$ cat src/rtl/motion_pkg.sv
// motion_pkg: shared definitions for the motion bounding-box custom instruction.
//   OP_*    : opcode encodings carried on the CI op field.
//   COUNT_W : width of the live and snapshot changed-pixel counters.
//   bbox_t  : snapshot bounding box, 16-bit fields as returned to software.
package motion_pkg;

  localparam logic [1:0] OP_ACCUM  = 2'd0;
  localparam logic [1:0] OP_READ_X = 2'd1;
  localparam logic [1:0] OP_READ_Y = 2'd2;
  localparam logic [1:0] OP_STATUS = 2'd3;

  localparam int unsigned COUNT_W = 20;

  typedef struct packed {
    logic [15:0] minX;
    logic [15:0] maxX;
    logic [15:0] minY;
    logic [15:0] maxY;
  } bbox_t;

endpackage

$ cat src/rtl/motion_bbox_ci_if.sv
// motion_bbox_ci_if: custom-instruction call/return bundle.
//   start, iseId, op, valueA, valueB : call request (master -> slave)
//   done, result                     : one-cycle completion and return value (slave -> master)
interface motion_bbox_ci_if #(
  parameter int unsigned WORD_W = 32
) ();

  logic              start;
  logic [7:0]        iseId;
  logic [1:0]        op;
  logic [WORD_W-1:0] valueA;
  logic [WORD_W-1:0] valueB;
  logic              done;
  logic [31:0]       result;

  modport master (
    output start, iseId, op, valueA, valueB,
    input  done, result
  );

  modport slave (
    input  start, iseId, op, valueA, valueB,
    output done, result
  );

endinterface

$ cat src/rtl/motion_word_scan.sv
// motion_word_scan: combinational scan of one XOR difference word.
//   diff_i    in  WORD_W   changed-pixel mask (bit i = pixel x+i)
//   lo_o      out IDX_W    index of lowest set bit (0 when diff_i == 0)
//   hi_o      out IDX_W    index of highest set bit (0 when diff_i == 0)
//   nonzero_o out 1        any bit set
//   pc_o      out PC_W     number of set bits
module motion_word_scan #(
  parameter int unsigned WORD_W = 32,
  parameter int unsigned IDX_W  = $clog2(WORD_W),
  parameter int unsigned PC_W   = $clog2(WORD_W + 1)
) (
  input  logic [WORD_W-1:0] diff_i,
  output logic [IDX_W-1:0]  lo_o,
  output logic [IDX_W-1:0]  hi_o,
  output logic              nonzero_o,
  output logic [PC_W-1:0]   pc_o
);

  always_comb begin
    lo_o      = '0;
    hi_o      = '0;
    pc_o      = '0;
    nonzero_o = |diff_i;
    // Ascending pass: last hit is the highest bit; descending pass: last hit is the lowest.
    for (int unsigned i = 0; i < WORD_W; i++) begin
      if (diff_i[i]) begin
        hi_o = IDX_W'(i);
        pc_o = pc_o + PC_W'(1);
      end
      if (diff_i[WORD_W-1-i]) begin
        lo_o = IDX_W'(WORD_W - 1 - i);
      end
    end
  end

endmodule

$ cat src/rtl/motion_bbox_ci.sv
// motion_bbox_ci: motion bounding-box custom instruction.
// XORs previous/current edge-map words, tracks pixel position, accumulates the
// per-frame bounding box and changed-pixel count, and snapshots them at end of frame.
//   clk  in  clock, rising edge
//   rst  in  synchronous active-high reset
//   bus  slave modport of motion_bbox_ci_if (start/iseId/op/valueA/valueB -> done/result)
// Build option: MOTION_BBOX_THRESH_EN -- a word qualifies only if its popcount >= THRESH.
module motion_bbox_ci
  import motion_pkg::*;
#(
  parameter logic [7:0]  CUSTOM_ID = 8'd1,
  parameter int unsigned WORD_W    = 32,
  parameter int unsigned FRAME_W   = 640,
  parameter int unsigned FRAME_H   = 480,
  parameter int unsigned THRESH    = 4
) (
  input logic            clk,
  input logic            rst,
  motion_bbox_ci_if.slave bus
);

  localparam int unsigned X_W   = $clog2(FRAME_W);
  localparam int unsigned Y_W   = $clog2(FRAME_H);
  localparam int unsigned IDX_W = $clog2(WORD_W);
  localparam int unsigned PC_W  = $clog2(WORD_W + 1);
  localparam logic [X_W-1:0] X_LAST = X_W'(FRAME_W - WORD_W);
  localparam logic [Y_W-1:0] Y_LAST = Y_W'(FRAME_H - 1);

  // Minimum popcount for a word to qualify; 1 is equivalent to "diff nonzero".
`ifdef MOTION_BBOX_THRESH_EN
  localparam int unsigned QUAL_MIN = THRESH;
`else
  localparam int unsigned QUAL_MIN = 1;
`endif

  logic [X_W-1:0]     x_q, x_d, min_x_q, min_x_d, max_x_q, max_x_d;
  logic [Y_W-1:0]     y_q, y_d, min_y_q, min_y_d, max_y_q, max_y_d;
  logic               any_q, any_d;
  logic [COUNT_W-1:0] count_q, count_d;
  bbox_t              snap_q, snap_d;
  logic               s_valid_q, s_valid_d;
  logic [COUNT_W-1:0] s_count_q, s_count_d;
  logic               done_q, done_d;
  logic [31:0]        result_q, result_d;

  logic [WORD_W-1:0] diff;
  logic [IDX_W-1:0]  lo, hi;
  logic              nonzero;
  logic [PC_W-1:0]   pc;

  assign diff = bus.valueA ^ bus.valueB;

  motion_word_scan #(
    .WORD_W (WORD_W),
    .IDX_W  (IDX_W),
    .PC_W   (PC_W)
  ) u_scan (
    .diff_i    (diff),
    .lo_o      (lo),
    .hi_o      (hi),
    .nonzero_o (nonzero),
    .pc_o      (pc)
  );

  logic               accept, qualify, last_col, eof, clear_live;
  logic [X_W-1:0]     cand_lo, cand_hi;
  logic [COUNT_W:0]   count_sum;

  always_comb begin
    accept     = bus.start && (bus.iseId == CUSTOM_ID);
    // nonzero gate keeps lo/hi meaningful even if THRESH is configured as 0.
    qualify    = nonzero && (32'(pc) >= QUAL_MIN);
    cand_lo    = x_q + X_W'(lo);
    cand_hi    = x_q + X_W'(hi);
    last_col   = (x_q == X_LAST);
    eof        = last_col && (y_q == Y_LAST);
    count_sum  = {1'b0, count_q} + (COUNT_W + 1)'(pc);
    clear_live = 1'b0;

    x_d       = x_q;
    y_d       = y_q;
    min_x_d   = min_x_q;
    max_x_d   = max_x_q;
    min_y_d   = min_y_q;
    max_y_d   = max_y_q;
    any_d     = any_q;
    count_d   = count_q;
    snap_d    = snap_q;
    s_valid_d = s_valid_q;
    s_count_d = s_count_q;
    done_d    = accept;
    result_d  = '0;

    if (accept) begin
      unique case (bus.op)
        OP_ACCUM: begin
          if (qualify) begin
            if (cand_lo < min_x_q) min_x_d = cand_lo;
            if (cand_hi > max_x_q) max_x_d = cand_hi;
            if (y_q < min_y_q)     min_y_d = y_q;
            if (y_q > max_y_q)     max_y_d = y_q;
            any_d   = 1'b1;
            count_d = count_sum[COUNT_W] ? '1 : count_sum[COUNT_W-1:0];
          end
          if (last_col) begin
            x_d = '0;
            y_d = y_q + Y_W'(1);
          end else begin
            x_d = x_q + X_W'(WORD_W);
          end
          // Snapshot takes the post-update live values so the last word counts.
          if (eof) begin
            snap_d.minX = 16'(min_x_d);
            snap_d.maxX = 16'(max_x_d);
            snap_d.minY = 16'(min_y_d);
            snap_d.maxY = 16'(max_y_d);
            s_valid_d   = any_d;
            s_count_d   = count_d;
            clear_live  = 1'b1;
          end
          result_d = {31'b0, eof};
        end
        OP_READ_X: result_d = s_valid_q ? {snap_q.maxX, snap_q.minX} : '0;
        OP_READ_Y: result_d = s_valid_q ? {snap_q.maxY, snap_q.minY} : '0;
        OP_STATUS: begin
          result_d   = {s_valid_q, 11'b0, s_count_q};
          clear_live = bus.valueA[0];
        end
        default: result_d = '0;
      endcase
    end

    if (clear_live) begin
      x_d     = '0;
      y_d     = '0;
      min_x_d = '1;
      max_x_d = '0;
      min_y_d = '1;
      max_y_d = '0;
      any_d   = 1'b0;
      count_d = '0;
    end
  end

  always_ff @(posedge clk) begin
    if (rst) begin
      x_q       <= '0;
      y_q       <= '0;
      min_x_q   <= '1;
      max_x_q   <= '0;
      min_y_q   <= '1;
      max_y_q   <= '0;
      any_q     <= 1'b0;
      count_q   <= '0;
      snap_q    <= '0;
      s_valid_q <= 1'b0;
      s_count_q <= '0;
      done_q    <= 1'b0;
      result_q  <= '0;
    end else begin
      x_q       <= x_d;
      y_q       <= y_d;
      min_x_q   <= min_x_d;
      max_x_q   <= max_x_d;
      min_y_q   <= min_y_d;
      max_y_q   <= max_y_d;
      any_q     <= any_d;
      count_q   <= count_d;
      snap_q    <= snap_d;
      s_valid_q <= s_valid_d;
      s_count_q <= s_count_d;
      done_q    <= done_d;
      result_q  <= result_d;
    end
  end

  assign bus.done   = done_q;
  assign bus.result = result_q;

endmodule

$ cat src/flat_wrapper.sv
// flat-port wrapper written by rule: the top's interface ports become plain ports
module motion_bbox_ci_flat import motion_pkg::*;
#(
  parameter logic [7:0]  CUSTOM_ID = 8'd1,
  parameter int unsigned WORD_W    = 32,
  parameter int unsigned FRAME_W   = 640,
  parameter int unsigned FRAME_H   = 480,
  parameter int unsigned THRESH    = 4
)
  (clk, rst, bus_start, bus_iseId, bus_op, bus_valueA, bus_valueB, bus_done, bus_result);
  motion_bbox_ci_if #(.WORD_W(WORD_W)) bus_i ();
  input logic clk;
  input logic rst;
  input wire logic [$bits(bus_i.start)-1:0] bus_start;
  input wire logic [$bits(bus_i.iseId)-1:0] bus_iseId;
  input wire logic [$bits(bus_i.op)-1:0] bus_op;
  input wire logic [$bits(bus_i.valueA)-1:0] bus_valueA;
  input wire logic [$bits(bus_i.valueB)-1:0] bus_valueB;
  output wire logic [$bits(bus_i.done)-1:0] bus_done;
  output wire logic [$bits(bus_i.result)-1:0] bus_result;
  assign bus_i.start = bus_start;
  assign bus_i.iseId = bus_iseId;
  assign bus_i.op = bus_op;
  assign bus_i.valueA = bus_valueA;
  assign bus_i.valueB = bus_valueB;
  assign bus_done = bus_i.done;
  assign bus_result = bus_i.result;
  motion_bbox_ci #(.CUSTOM_ID(CUSTOM_ID), .WORD_W(WORD_W), .FRAME_W(FRAME_W), .FRAME_H(FRAME_H), .THRESH(THRESH)) u_core (.clk(clk), .rst(rst), .bus(bus_i));
endmodule
$ cat config.mk
export PLATFORM = sky130hd
export DESIGN_NAME = motion_bbox_ci_flat
export DESIGN_NICKNAME = d
export VERILOG_FILES = /design/src/rtl/motion_pkg.sv /design/src/rtl/motion_bbox_ci_if.sv /design/src/rtl/motion_word_scan.sv /design/src/rtl/motion_bbox_ci.sv /design/src/flat_wrapper.sv
export SDC_FILE = /design/constraint.sdc
export NUM_CORES = 1
export LEC_CHECK = 0
export ABC_CLOCK_PERIOD_IN_PS = 40300
export CORE_UTILIZATION = 50
export CTS_BUF_LIST = sky130_fd_sc_hd__clkbuf_4 sky130_fd_sc_hd__clkbuf_8 sky130_fd_sc_hd__clkbuf_16
export DETAILED_ROUTE_END_ITERATION = 6
export PLACE_DENSITY = 0.7
export SYNTH_ARGS = -nofsm -noshare
export SYNTH_HDL_FRONTEND = slang
export SYNTH_HIERARCHICAL = 1
export SYNTH_SLANG_ARGS = --single-unit
export TNS_END_PERCENT = 30
$ cat constraint.sdc
create_clock -name clk -period 40.3 [get_ports clk]
set_input_delay 8.06 -clock clk [delete_from_list [all_inputs] [get_ports clk]]
set_output_delay 8.06 -clock clk [all_outputs]
set_load 0.005 [all_outputs]
### Word-level counts from Yosys, hierarchy flattened

Cells that the tools add are included.
W data, S select, Z words.

| storage, ports and cells | value |
|---|---|
| register bits | 170 |
| logic and storage cells | 188 |

| cells by class | value |
|---|---|
| reduce and logical (&&, ||, !) cells | 10 |
| multiplexer cells | 113 |
| equality and inequality tests | 6 |
| bitwise operators | 2 |
| $add $sub $neg | 36 |
| order comparisons | 5 |

Operators with widths:

| cell | number |
|---|---|
| $mux W5 | 62 |
| $add A6 B1 Y6 const B | 31 |
| $mux W6 | 31 |
| $pmux W32 S4 | 1 |
| $mux W10 | 5 |
| $mux W20 | 2 |
| $mux W9 | 4 |
| $reduce_or A32 Y1 | 1 |
| $xor A32 B32 Y32 | 1 |
| $mux W26 | 1 |
| $mux W25 | 1 |
| $add A20 B6 Y21 | 1 |
| $add A10 B5 Y10 | 2 |
| $add A10 B6 Y10 const B | 1 |
| $eq A10 B10 Y1 const B | 1 |
| $gt A10 B10 Y1 | 1 |
| $lt A10 B10 Y1 | 1 |
| $add A9 B1 Y9 const B | 1 |
| $eq A9 B9 Y1 const B | 1 |
| $gt A9 B9 Y1 | 1 |
| $lt A9 B9 Y1 | 1 |
| $eq A8 B1 Y1 const B | 1 |
| $ge A6 B1 Y1 const B | 1 |
| $reduce_and A3 Y1 | 2 |
| other kinds (9) | 17 |

### Longest topological paths before layout

Gate-level depths: netlist of the first run.

| logic depth | value |
|---|---|
| depth in word-level cells | 67 |
| gate-level depth with buffers | 94 |
| depth with buffers taken out | 92 |

### Modules after synthesis

The synthesis of the first run kept the hierarchy.

Modules (own cells, without submodules):

| module | cells each | area each (µm²) | instances |
|---|---|---|---|
| motion_bbox_ci | 951 | 8085.3 | 1 |
| motion_word_scan | 763 | 5670.4 | 1 |

### Worst setup path after synthesis of the first run

OpenSTA, ideal clock, no wires.

| path | value |
|---|---|
| kind | input-to-reg |
| from | input bus_valueB[1] |
| to | register u_core.count_q[19] |
| path buffers | 2 |
| setup slack | 16.022 ns |
| arrival time | 24.187 ns |
| stages on the path | 93 |
| cell sequence | xor2_1 > inv_1 > ha_1 > buf_6 > xor2_1 > ha_1 > xor2_1 > mux2i_1 > xnor2_1 > mux2i_1 > ha_1 > nor2b_1 > nor3_1 > xnor2_1 > nand2_1 > nand2_1 > ha_1 > nand2_1 > [... 57 more ...] > ha_1 > mux2_2 > ha_1 > nand2_1 > a21oi_1 > a21oi_1 > mux2i_1 > a21o_1 > mux2i_1 > a22o_2 > xnor2_1 > ha_1 > or2_2 > buf_1 > nand4_4 > nor4_1 > a21oi_1 > a311oi_1 |

| on the way | value |
|---|---|
| longest elaborated chain between the ends | 65 |
| elaborated cells on any way between the ends | 68 |
| those cells by class | 31 x add/sub; 1 x order compare; 33 x mux; 1 x bitwise; 2 x reduce/logical |

Ends and longest elaborated chain:

| element | RTL line | source |
|---|---|---|
| start, declared | flat_wrapper.sv:18 | `input wire logic [$bits(bus_i.valueB)-1:0] bus_valueB;` |
| $xor A32 B32 Y32 * | motion_bbox_ci.sv:51 | `assign diff = bus.valueA ^ bus.valueB;` |
| $mux W6 * | motion_word_scan.sv:26 | `if (diff_i[i]) begin` |
| $add A6 B1 Y6 | motion_word_scan.sv:28 | `pc_o = pc_o + PC_W'(1);` |
| $mux W6 * | motion_word_scan.sv:26 |  |
| $add A6 B1 Y6 | motion_word_scan.sv:28 |  |
| $mux W6 * | motion_word_scan.sv:26 |  |
| $add A6 B1 Y6 | motion_word_scan.sv:28 |  |
| $mux W6 * | motion_word_scan.sv:26 |  |
| [... 50 more ...] | n/a |  |
| $add A6 B1 Y6 | motion_word_scan.sv:28 |  |
| $mux W6 * | motion_word_scan.sv:26 |  |
| $add A6 B1 Y6 | motion_word_scan.sv:28 |  |
| $mux W6 * | motion_word_scan.sv:26 |  |
| net u_core.pc[5] | motion_bbox_ci.sv:49 | `logic [PC_W-1:0] pc;` |
| $add A20 B6 Y21 or $ge A6 B1 Y1 (tied branches) | motion_bbox_ci.sv:77, motion_bbox_ci.sv:72 |  |
| $mux W20 or $logic_and A1 B1 Y1 (tied branches) | motion_bbox_ci.sv:103, motion_bbox_ci.sv:72 |  |
| $mux W20 * | motion_bbox_ci.sv:97 | `if (qualify) begin` |
| end signal, assigned | motion_bbox_ci.sv:168 | `count_q <= count_d;` |
| end, declared | motion_bbox_ci.sv:39 | `logic [COUNT_W-1:0] count_q, count_d;` |

Mark *: on every way through the listed nets, which the timed path passes. The rest lies on a longest branch.
A chain may end at the register's enable or synchronous reset.

### Final worst setup path of the first run

| path | value |
|---|---|
| from | input bus_valueA[0] |
| to | register u_core.min_y_q[7] |

| on the way | value |
|---|---|
| longest elaborated chain between the ends | 67 |
| elaborated cells on any way between the ends | 71 |
| those cells by class | 31 x add/sub; 1 x order compare; 35 x mux; 1 x bitwise; 3 x reduce/logical |

Ends and longest elaborated chain:

| element | RTL line | source |
|---|---|---|
| start, declared | flat_wrapper.sv:17 | `input wire logic [$bits(bus_i.valueA)-1:0] bus_valueA;` |
| $xor A32 B32 Y32 * | motion_bbox_ci.sv:51 |  |
| net u_core.diff[0] | motion_bbox_ci.sv:46 | `logic [WORD_W-1:0] diff;` |
| $mux W1 * | motion_word_scan.sv:26 |  |
| $add A6 B1 Y6 | motion_word_scan.sv:28 |  |
| $mux W6 * | motion_word_scan.sv:26 |  |
| $add A6 B1 Y6 | motion_word_scan.sv:28 |  |
| $mux W6 * | motion_word_scan.sv:26 |  |
| $add A6 B1 Y6 | motion_word_scan.sv:28 |  |
| [... 53 more ...] | n/a |  |
| $add A6 B1 Y6 | motion_word_scan.sv:28 |  |
| $mux W6 * | motion_word_scan.sv:26 |  |
| $add A6 B1 Y6 | motion_word_scan.sv:28 |  |
| $mux W6 * | motion_word_scan.sv:26 |  |
| net u_core.pc[5] | motion_bbox_ci.sv:49 |  |
| $ge A6 B1 Y1 * | motion_bbox_ci.sv:72 | `qualify = nonzero && (32'(pc) >= QUAL_MIN);` |
| $logic_and A1 B1 Y1 * | motion_bbox_ci.sv:72 |  |
| $mux W9 * | motion_bbox_ci.sv:97 |  |
| end signal, assigned | motion_bbox_ci.sv:165 | `min_y_q <= min_y_d;` |
| end, declared | motion_bbox_ci.sv:37 | `logic [Y_W-1:0] y_q, y_d, min_y_q, min_y_d, max_y_q, max_y_d;` |

Marked as above.

==> out/qor.json, run 1 <==
{
  "drive_above_1_share": {"value": 0.07635},
  "finalHoldViolations": {"value": 0},
  "vias_after_detailed_routing": {"value": 12220},
  "initial_utilization": {"value": 0.5104},
  "cp-start-kind": {"value": "primary input"},
  "run_status": {"value": "finished clean"},
  "synthDistinctLibCells": {"value": 106},
  "clk_transition_reported_paths": {"value": 70, "unit": "ps"},
  "required": {"value": 40650, "unit": "ps"},
  "post_cts.resized_instances": {"value": 0},
  "setup_fix_buffers_added_after_clock_tree_synthesis": {"value": 0},
  "tritoncts_clock_tree": {"value": "yes"},
  "drtAntennaViolNets": {"value": 0},
  "cp_slowest_stage_delay": {"value": 810, "unit": "ps"},
  "io_pins": {"value": 110},
  "clock_insertion_delay_worst_skew": {"value": 430, "unit": "ps"},
  "floorplan.rows": {"value": 60},
  "aggregate_negative_setup_slack": {"value": 0, "unit": "ps"},
  "design_area": {"value": 0.01545, "unit": "mm²"},
  "die_h": {"value": 167.9, "unit": "µm"},
  "holdCritPathClass": {"value": "register to register"},
  "crit_top_cell": {"value": "sky130_fd_sc_hd__ha_1"},
  "port_buffers": {"value": 104},
  "maxSlewViolCount": {"value": 0},
  "cap_violations": {"value": 0},
  "grt.overflow.total": {"value": 0},
  "yosys.cell_count.top_type": {"value": "sky130_fd_sc_hd__nor2_1"},
  "ff_latch_area": {"value": 0.003203, "unit": "mm²"},
  "yosysTopAreaCell": {"value": "sky130_fd_sc_hd__dfxtp_1"},
  "synth_enable_flop_cells": {"value": 0},
  "ys_seq_area_frac": {"value": 0.2329},
  "placement.cell_area": {"value": 0.01486, "unit": "mm²"},
  "synth_area_leaders": {"value": "sky130_fd_sc_hd__dfxtp_1 23%, sky130_fd_sc_hd__ha_1 7.4%, sky130_fd_sc_hd__xnor2_1 5.6%, sky130_fd_sc_hd__xor2_1 5.0%, sky130_fd_sc_hd__nor2_1 5.0%"},
  "post_cts_hold_buffer_count": {"value": 0},
  "synthesis.instances": {"value": 1714},
  "critical_path.reg2reg.endpoint": {"value": "u_core/max_x_q[0]$_SDFFE_PP0P_"},
  "core_area": {"value": 0.02695, "unit": "mm²"},
  "crit_path_max_fanout": {"value": 18},
  "globalRouteTotalUtil": {"value": 0.2380},
  "hold_path_depth": {"value": 2},
  "drt-pass1-iter-count": {"value": 6},
  "total_number_of_nets_in_the_final_design": {"value": 1901},
  "detail_route.drc_violations": {"value": 0},
  "wl_met3": {"value": 1319, "unit": "µm"},
  "r2r_setup_slack": {"value": 37190, "unit": "ps"},
  "mean_cell_area_of_the_mapped_netlist": {"value": 8.025, "unit": "µm²"},
  "yosys_reg_bits": {"value": 160},
  "grt_setup_unrepaired": {"value": "no"},
  "finalWorstPathRequiredPeriod": {"value": 26700, "unit": "ps"},
  "drt_first_iter_violations": {"value": 852},
  "wl_met1": {"value": 15240, "unit": "µm"},
  "final_worst_slack": {"value": 13600, "unit": "ps"},
  "reg2reg_from": {"value": "u_core/y_q[0]$_SDFFE_PP0P_"},
  "synth_warnings": {"value": 6},
  "max_slew.worst_pin.slew": {"value": 1040, "unit": "ps"},
  "asyncSetResetFlopFracSynth": {"value": 0},
  "fillCellCount": {"value": 2461},
  "synth.cell_area": {"value": 0.01376, "unit": "mm²"},
  "timing.final.crit_share": {"value": 0.6626},
  "setup_failing_eps_final": {"value": 0},
  "top_layer_used": {"value": "met4"},
  "synth_top_cells_by_count": {"value": "182 x sky130_fd_sc_hd__nor2_1, 160 x sky130_fd_sc_hd__dfxtp_1, 146 x sky130_fd_sc_hd__nand2_1"},
  "first_pass_grt_wire_length": {"value": 55790, "unit": "µm"},
  "yosys.area.top_type_share": {"value": 0.2329},
  "clock_buffers_created_by_tritoncts": {"value": 17},
  "worstSetupPathDepth": {"value": 92},
  "route.final.wire_length": {"value": 33360, "unit": "µm"},
  "r2r_cells": {"value": 7},
  "critical_path.n_buffers_inverters": {"value": 2},
  "preCtsSetupSlack": {"value": 13350, "unit": "ps"},
  "routed-wl-met2": {"value": 16350, "unit": "µm"},
  "timing.setup.critical_path_class": {"value": "primary input to register"},
  "critical-path-slowest-cell": {"value": "sky130_fd_sc_hd__nor2_1"},
  "antenna_found_initial": {"value": 0},
  "post_dr_vias_cell": {"value": 5.831},
  "routabilityCongestion": {"value": 0.8782},
  "setup_crit_end_kind": {"value": "register"},
  "num_antenna_cells": {"value": 0},
  "worst_path_dominant_cell_family": {"value": "adder cells"},
  "multi_input_area": {"value": 0.009694, "unit": "mm²"},
  "clock_tree.root_cell": {"value": "sky130_fd_sc_hd__clkbuf_16"},
  "postSynth.topFlopCell": {"value": "sky130_fd_sc_hd__dfxtp_1"},
  "fin_skew": {"value": 10.87, "unit": "ps"},
  "cts.path.max_buffers": {"value": 2},
  "die_area": {"value": 0.02818, "unit": "mm²"},
  "cts.htree.levels": {"value": 4},
  "first_global_vias": {"value": 11420},
  "holdCritStartpoint": {"value": "u_core/snap_q[55]$_SDFFE_PP0P_"},
  "clkSinkCount": {"value": 160},
  "wire_per_inst": {"value": 15.91, "unit": "µm"},
  "area_growth": {"value": 12.31, "unit": "%"},
  "largest_net_degree_at_the_start_of_global_routing": {"value": 65},
  "clock.fmax": {"value": 0.03745, "unit": "GHz"},
  "hold_end": {"value": "u_core/snap_q[55]$_SDFFE_PP0P_"},
  "floorplan.die.width": {"value": 167.9, "unit": "µm"},
  "max-slew-margin-rel": {"value": 0.2887},
  "worst-endpoint-arrival": {"value": 27050, "unit": "ps"},
  "detailed_place_hpwl": {"value": 25320, "unit": "µm"},
  "worstSetupStartpoint": {"value": "bus_valueA[0]"}
}
-- cells in the final DEF, fill, tap and decap left out, drive strengths merged, types with 26 or more instances in the layout --
cell	count
nor2	184
dfxtp	160
nand2	147
a21oi	110
inv	106
xnor2	105
clkdlybuf4s50	103
xor2	83
ha	81
o21ai	57
nor3	57
nand3	54
mux2i	39
a211oi	34
o211ai	29
and3	26
-- state kept, by name, summed over array words and instances (netlist names) --
signal and flops:
u_core/x_q 5, u_core/snap_q 38, u_core/max_x_q 10, u_core/any_q 1, u_core/count_q 20, u_core/s_valid_q 1
u_core/min_x_q 10, u_core/bus.result 27, u_core/max_y_q 9, u_core/min_y_q 9, u_core/bus.done 1, u_core/y_q 9
u_core/s_count_q 20
-- worst register-to-register path: cells and delay by family, from the launching register on --
kind / cells / cell delay [ps]
AO/OA/AOI/OAI: 3 / 1080
adder cells (fa/ha/maj): 1 / 320
buffers and inverters: 1 / 480
flip-flops: 1 / 580
AND/OR/NAND/NOR: 2 / 530
-- through the flow --
stage          hold WS (ps)  std cells  utilization
2_1_floorplan         410.1       1718            -
3_3_place_gp          440.6       2064       0.5515
3_5_place_dp          446.3       2064       0.5515
4_1_cts               457.1       2096       0.5732
5_1_grt               475.8       2096       0.5732
6_report              459.1       2096       0.5732
-- how the worst max path moves through the flow --
stage                                      endpoint  slack [ps]
floorplan           u_core/count_q[19]$_SDFFE_PP0P_       16020
global placement     u_core/min_x_q[0]$_SDFFE_PP1P_       13970
detailed placement   u_core/min_y_q[7]$_SDFFE_PP1P_       13350
CTS                  u_core/min_y_q[1]$_SDFFE_PP1P_       13740
global route         u_core/min_y_q[2]$_SDFFE_PP1P_       11790
finish               u_core/min_y_q[7]$_SDFFE_PP1P_       13600
-- per-layer routing --
layer	up-vias	global-route usage
met3	39	0.02797
li1	6149	-
met5	-	0
met2	307	0.4225
met1	5726	0.3044
met4	0	0.06223
-- final cells by class --
class                           instances  share of cell area
Timing Repair Buffer                  123             0.07629
Inverter                               96             0.02333
Tap cell                              341             0.02762
Clock inverter                         15             0.01037
Sequential cell                       160              0.2073
Clock buffer                           17             0.02754
Multi-Input combinational cell       1344              0.6275
-- kinds of logic after synthesis --
group	count (synthesis)	synth area share
other	1	0.0002726
adder cells (fa/ha/maj)	82	0.07513
XOR/XNOR	212	0.1769
multiplexers	51	0.03929
buffers and inverters	214	0.06385
AO/OA/AOI/OAI	397	0.1998
AND/OR/NAND/NOR	597	0.2118
flip-flops	160	0.2329
Power of run 1 is left out: the tool's default activity adds up to more than one toggle a clock period on the data nets, which glitch-free logic cannot reach.
==> inputs of run 2 (changes only) <==
--- a/config.mk
+++ b/config.mk
@@ -5,7 +5,7 @@
 export SDC_FILE = /design/constraint.sdc
 export NUM_CORES = 1
 export LEC_CHECK = 0
-export ABC_CLOCK_PERIOD_IN_PS = 40300
+export ABC_CLOCK_PERIOD_IN_PS = 25000
 export CORE_UTILIZATION = 50
 export CTS_BUF_LIST = sky130_fd_sc_hd__clkbuf_4 sky130_fd_sc_hd__clkbuf_8 sky130_fd_sc_hd__clkbuf_16
 export DETAILED_ROUTE_END_ITERATION = 6
==> constraint.sdc (replaced) <==
create_clock -name clk -period 25 [get_ports clk]
set_input_delay 5 -clock clk [delete_from_list [all_inputs] [get_ports clk]]
set_output_delay 5 -clock clk [all_outputs]
set_load 0.005 [all_outputs]
==> out/qor.json, run 2 (synthesis gave the netlist of run 1 again) <==
{
  "crit_top_cell": {"value": "sky130_fd_sc_hd__ha_1"},
  "placed_cells": {"value": 2065},
  "drt_first_iter_violations": {"value": 833},
  "drtAntennaViolNets": {"value": 0},
  "worst-endpoint-arrival": {"value": 23610, "unit": "ps"},
  "fin_skew": {"value": 7.932, "unit": "ps"},
  "cts.htree.levels": {"value": 4},
  "first_global_vias": {"value": 11170},
  "route.final.wire_length": {"value": 33030, "unit": "µm"},
  "setup_fix_buffers_added_after_clock_tree_synthesis": {"value": 0},
  "area_growth": {"value": 12.70, "unit": "%"},
  "timing.final.crit_share": {"value": 0.9322},
  "cts.path.max_buffers": {"value": 2},
  "required": {"value": 25300, "unit": "ps"},
  "floorplan.die.width": {"value": 167.9, "unit": "µm"},
  "crit_path_max_fanout": {"value": 15},
  "total_number_of_nets_in_the_final_design": {"value": 1902},
  "core_area": {"value": 0.02695, "unit": "mm²"},
  "finalHoldViolations": {"value": 0},
  "setup_failing_eps_final": {"value": 0},
  "clock_tree.root_cell": {"value": "sky130_fd_sc_hd__clkbuf_16"},
  "r2r_cells": {"value": 7},
  "reg2reg_from": {"value": "u_core/y_q[0]$_SDFFE_PP0P_"},
  "design_area": {"value": 0.01550, "unit": "mm²"},
  "r2r_setup_slack": {"value": 21870, "unit": "ps"},
  "antenna_found_initial": {"value": 0},
  "num_antenna_cells": {"value": 0},
  "wire_per_inst": {"value": 15.75, "unit": "µm"},
  "routabilityCongestion": {"value": 0.8835},
  "aggregate_negative_setup_slack": {"value": 0, "unit": "ps"},
  "clock_buffers_created_by_tritoncts": {"value": 17},
  "clkSinkCount": {"value": 160},
  "globalRouteTotalUtil": {"value": 0.2347},
  "grt.overflow.total": {"value": 0},
  "max_slew.worst_pin.slew": {"value": 1082, "unit": "ps"},
  "drt-pass1-iter-count": {"value": 6},
  "setup_crit_end_kind": {"value": "register"},
  "drive_above_1_share": {"value": 0.08087},
  "maxSlewViolCount": {"value": 0},
  "post_dr_vias_cell": {"value": 5.776},
  "cp-start-kind": {"value": "primary input"},
  "clk_transition_reported_paths": {"value": 70, "unit": "ps"},
  "layoutNonFillerInstCount": {"value": 2097},
  "largest_register_ffs": {"value": 38},
  "preCtsSetupSlack": {"value": 1255, "unit": "ps"},
  "grt_setup_unrepaired": {"value": "yes"},
  "largest_net_degree_at_the_start_of_global_routing": {"value": 65},
  "initial_utilization": {"value": 0.5104},
  "cp-endpoint": {"value": "u_core/count_q[12]$_SDFFE_PP0P_"},
  "critical-path-slowest-cell": {"value": "sky130_fd_sc_hd__clkdlybuf4s50_1"},
  "die_area": {"value": 0.02818, "unit": "mm²"},
  "post_cts_hold_buffer_count": {"value": 0},
  "detail_route.drc_violations": {"value": 0},
  "clock_insertion_delay_worst_skew": {"value": 440, "unit": "ps"},
  "holdCritPathClass": {"value": "register to register"},
  "regMostFlops": {"value": "u_core/snap_q"},
  "detailed_place_hpwl": {"value": 25070, "unit": "µm"},
  "max-slew-margin-rel": {"value": 0.2598},
  "cap_violations": {"value": 0},
  "final_cell_mix": {"value": "181 x sky130_fd_sc_hd__nor2_1, 160 x sky130_fd_sc_hd__dfxtp_1, 145 x sky130_fd_sc_hd__nand2_1"},
  "die_h": {"value": 167.9, "unit": "µm"},
  "io_pins": {"value": 110},
  "vias_after_detailed_routing": {"value": 12110},
  "final_common_cell": {"value": "sky130_fd_sc_hd__nor2_1"},
  "port_buffers": {"value": 104},
  "finalWorstPathRequiredPeriod": {"value": 23310, "unit": "ps"},
  "placement.cell_area": {"value": 0.01487, "unit": "mm²"},
  "final_worst_slack": {"value": 1694, "unit": "ps"},
  "run_status": {"value": "finished clean"},
  "critical_path.reg2reg.endpoint": {"value": "u_core/x_q[9]$_SDFFE_PP0P_"},
  "floorplan.rows": {"value": 60},
  "worstSetupStartpoint": {"value": "bus_valueA[0]"},
  "first_pass_grt_wire_length": {"value": 55000, "unit": "µm"},
  "timing.setup.critical_path_class": {"value": "primary input to register"},
  "cp_slowest_stage_delay": {"value": 600, "unit": "ps"},
  "clock.fmax": {"value": 0.04291, "unit": "GHz"},
  "tritoncts_clock_tree": {"value": "yes"}
}
-- run 2: through the flow --
step	hold slack [ps]	utilization
2_1_floorplan	410.1	-
3_3_place_gp	440.0	0.5518
3_5_place_dp	446.3	0.5518
4_1_cts	454.9	0.5738
5_1_grt	480.7	0.5752
6_report	452.5	0.5752
-- run 2: timing repair --
| item | in CTS | in global routing |
|---|---|---|
| setup endpoints to repair | 0 | 51 |
| resized for setup | 0 | 8 |
| endpoints found under the hold margin | 0 | 0 |
-- run 2: worst min-delay path by stage --
stage	from	to	slack (ps)	depth (start not counted)
floorplan	u_core/snap_q[41]$_SDFFE_PP0P_	u_core/bus.result[25]$_SDFF_PP0_	410	2
global placement	u_core/snap_q[56]$_SDFFE_PP0P_	u_core/snap_q[56]$_SDFFE_PP0P_	440	2
detailed placement	u_core/snap_q[55]$_SDFFE_PP0P_	u_core/snap_q[55]$_SDFFE_PP0P_	450	2
CTS	u_core/snap_q[41]$_SDFFE_PP0P_	u_core/bus.result[25]$_SDFF_PP0_	450	2
global route	u_core/snap_q[41]$_SDFFE_PP0P_	u_core/bus.result[25]$_SDFF_PP0_	480	2
finish	u_core/snap_q[41]$_SDFFE_PP0P_	u_core/bus.result[25]$_SDFF_PP0_	450	2
-- run 2: area by class of cell --
class	instances	area (µm²)
inverter	96	360.3
tap	341	426.7
timing repair buffer	124	1186
multi-input combinational	1344	9733
fill	2436	11450
sequential	160	3203
clock inverter	15	167.7
clock buffer	17	425.4
-- run 2: per-layer routing --
metal	global-route usage	vias to the layer above	part of all wire
li1	-	6147	-
met1	0.3083	5644	0.46
met2	0.4116	293	0.49
met3	0.02280	29	0.041
met4	0.05784	0	0.012
met5	0	-	0
-- run 2: critical path, delay by kind of cell --
| kind | cells | cell delay (ps) |
|---|---|---|
| adder cells (fa/ha/maj) | 16 | 4920 |
| buffers and inverters | 2 | 730 |
| multiplexers | 11 | 2290 |
| AO/OA/AOI/OAI | 24 | 4510 |
| AND/OR/NAND/NOR | 24 | 3290 |
| XOR/XNOR | 15 | 2910 |
Power of run 2 is left out for the same reason.
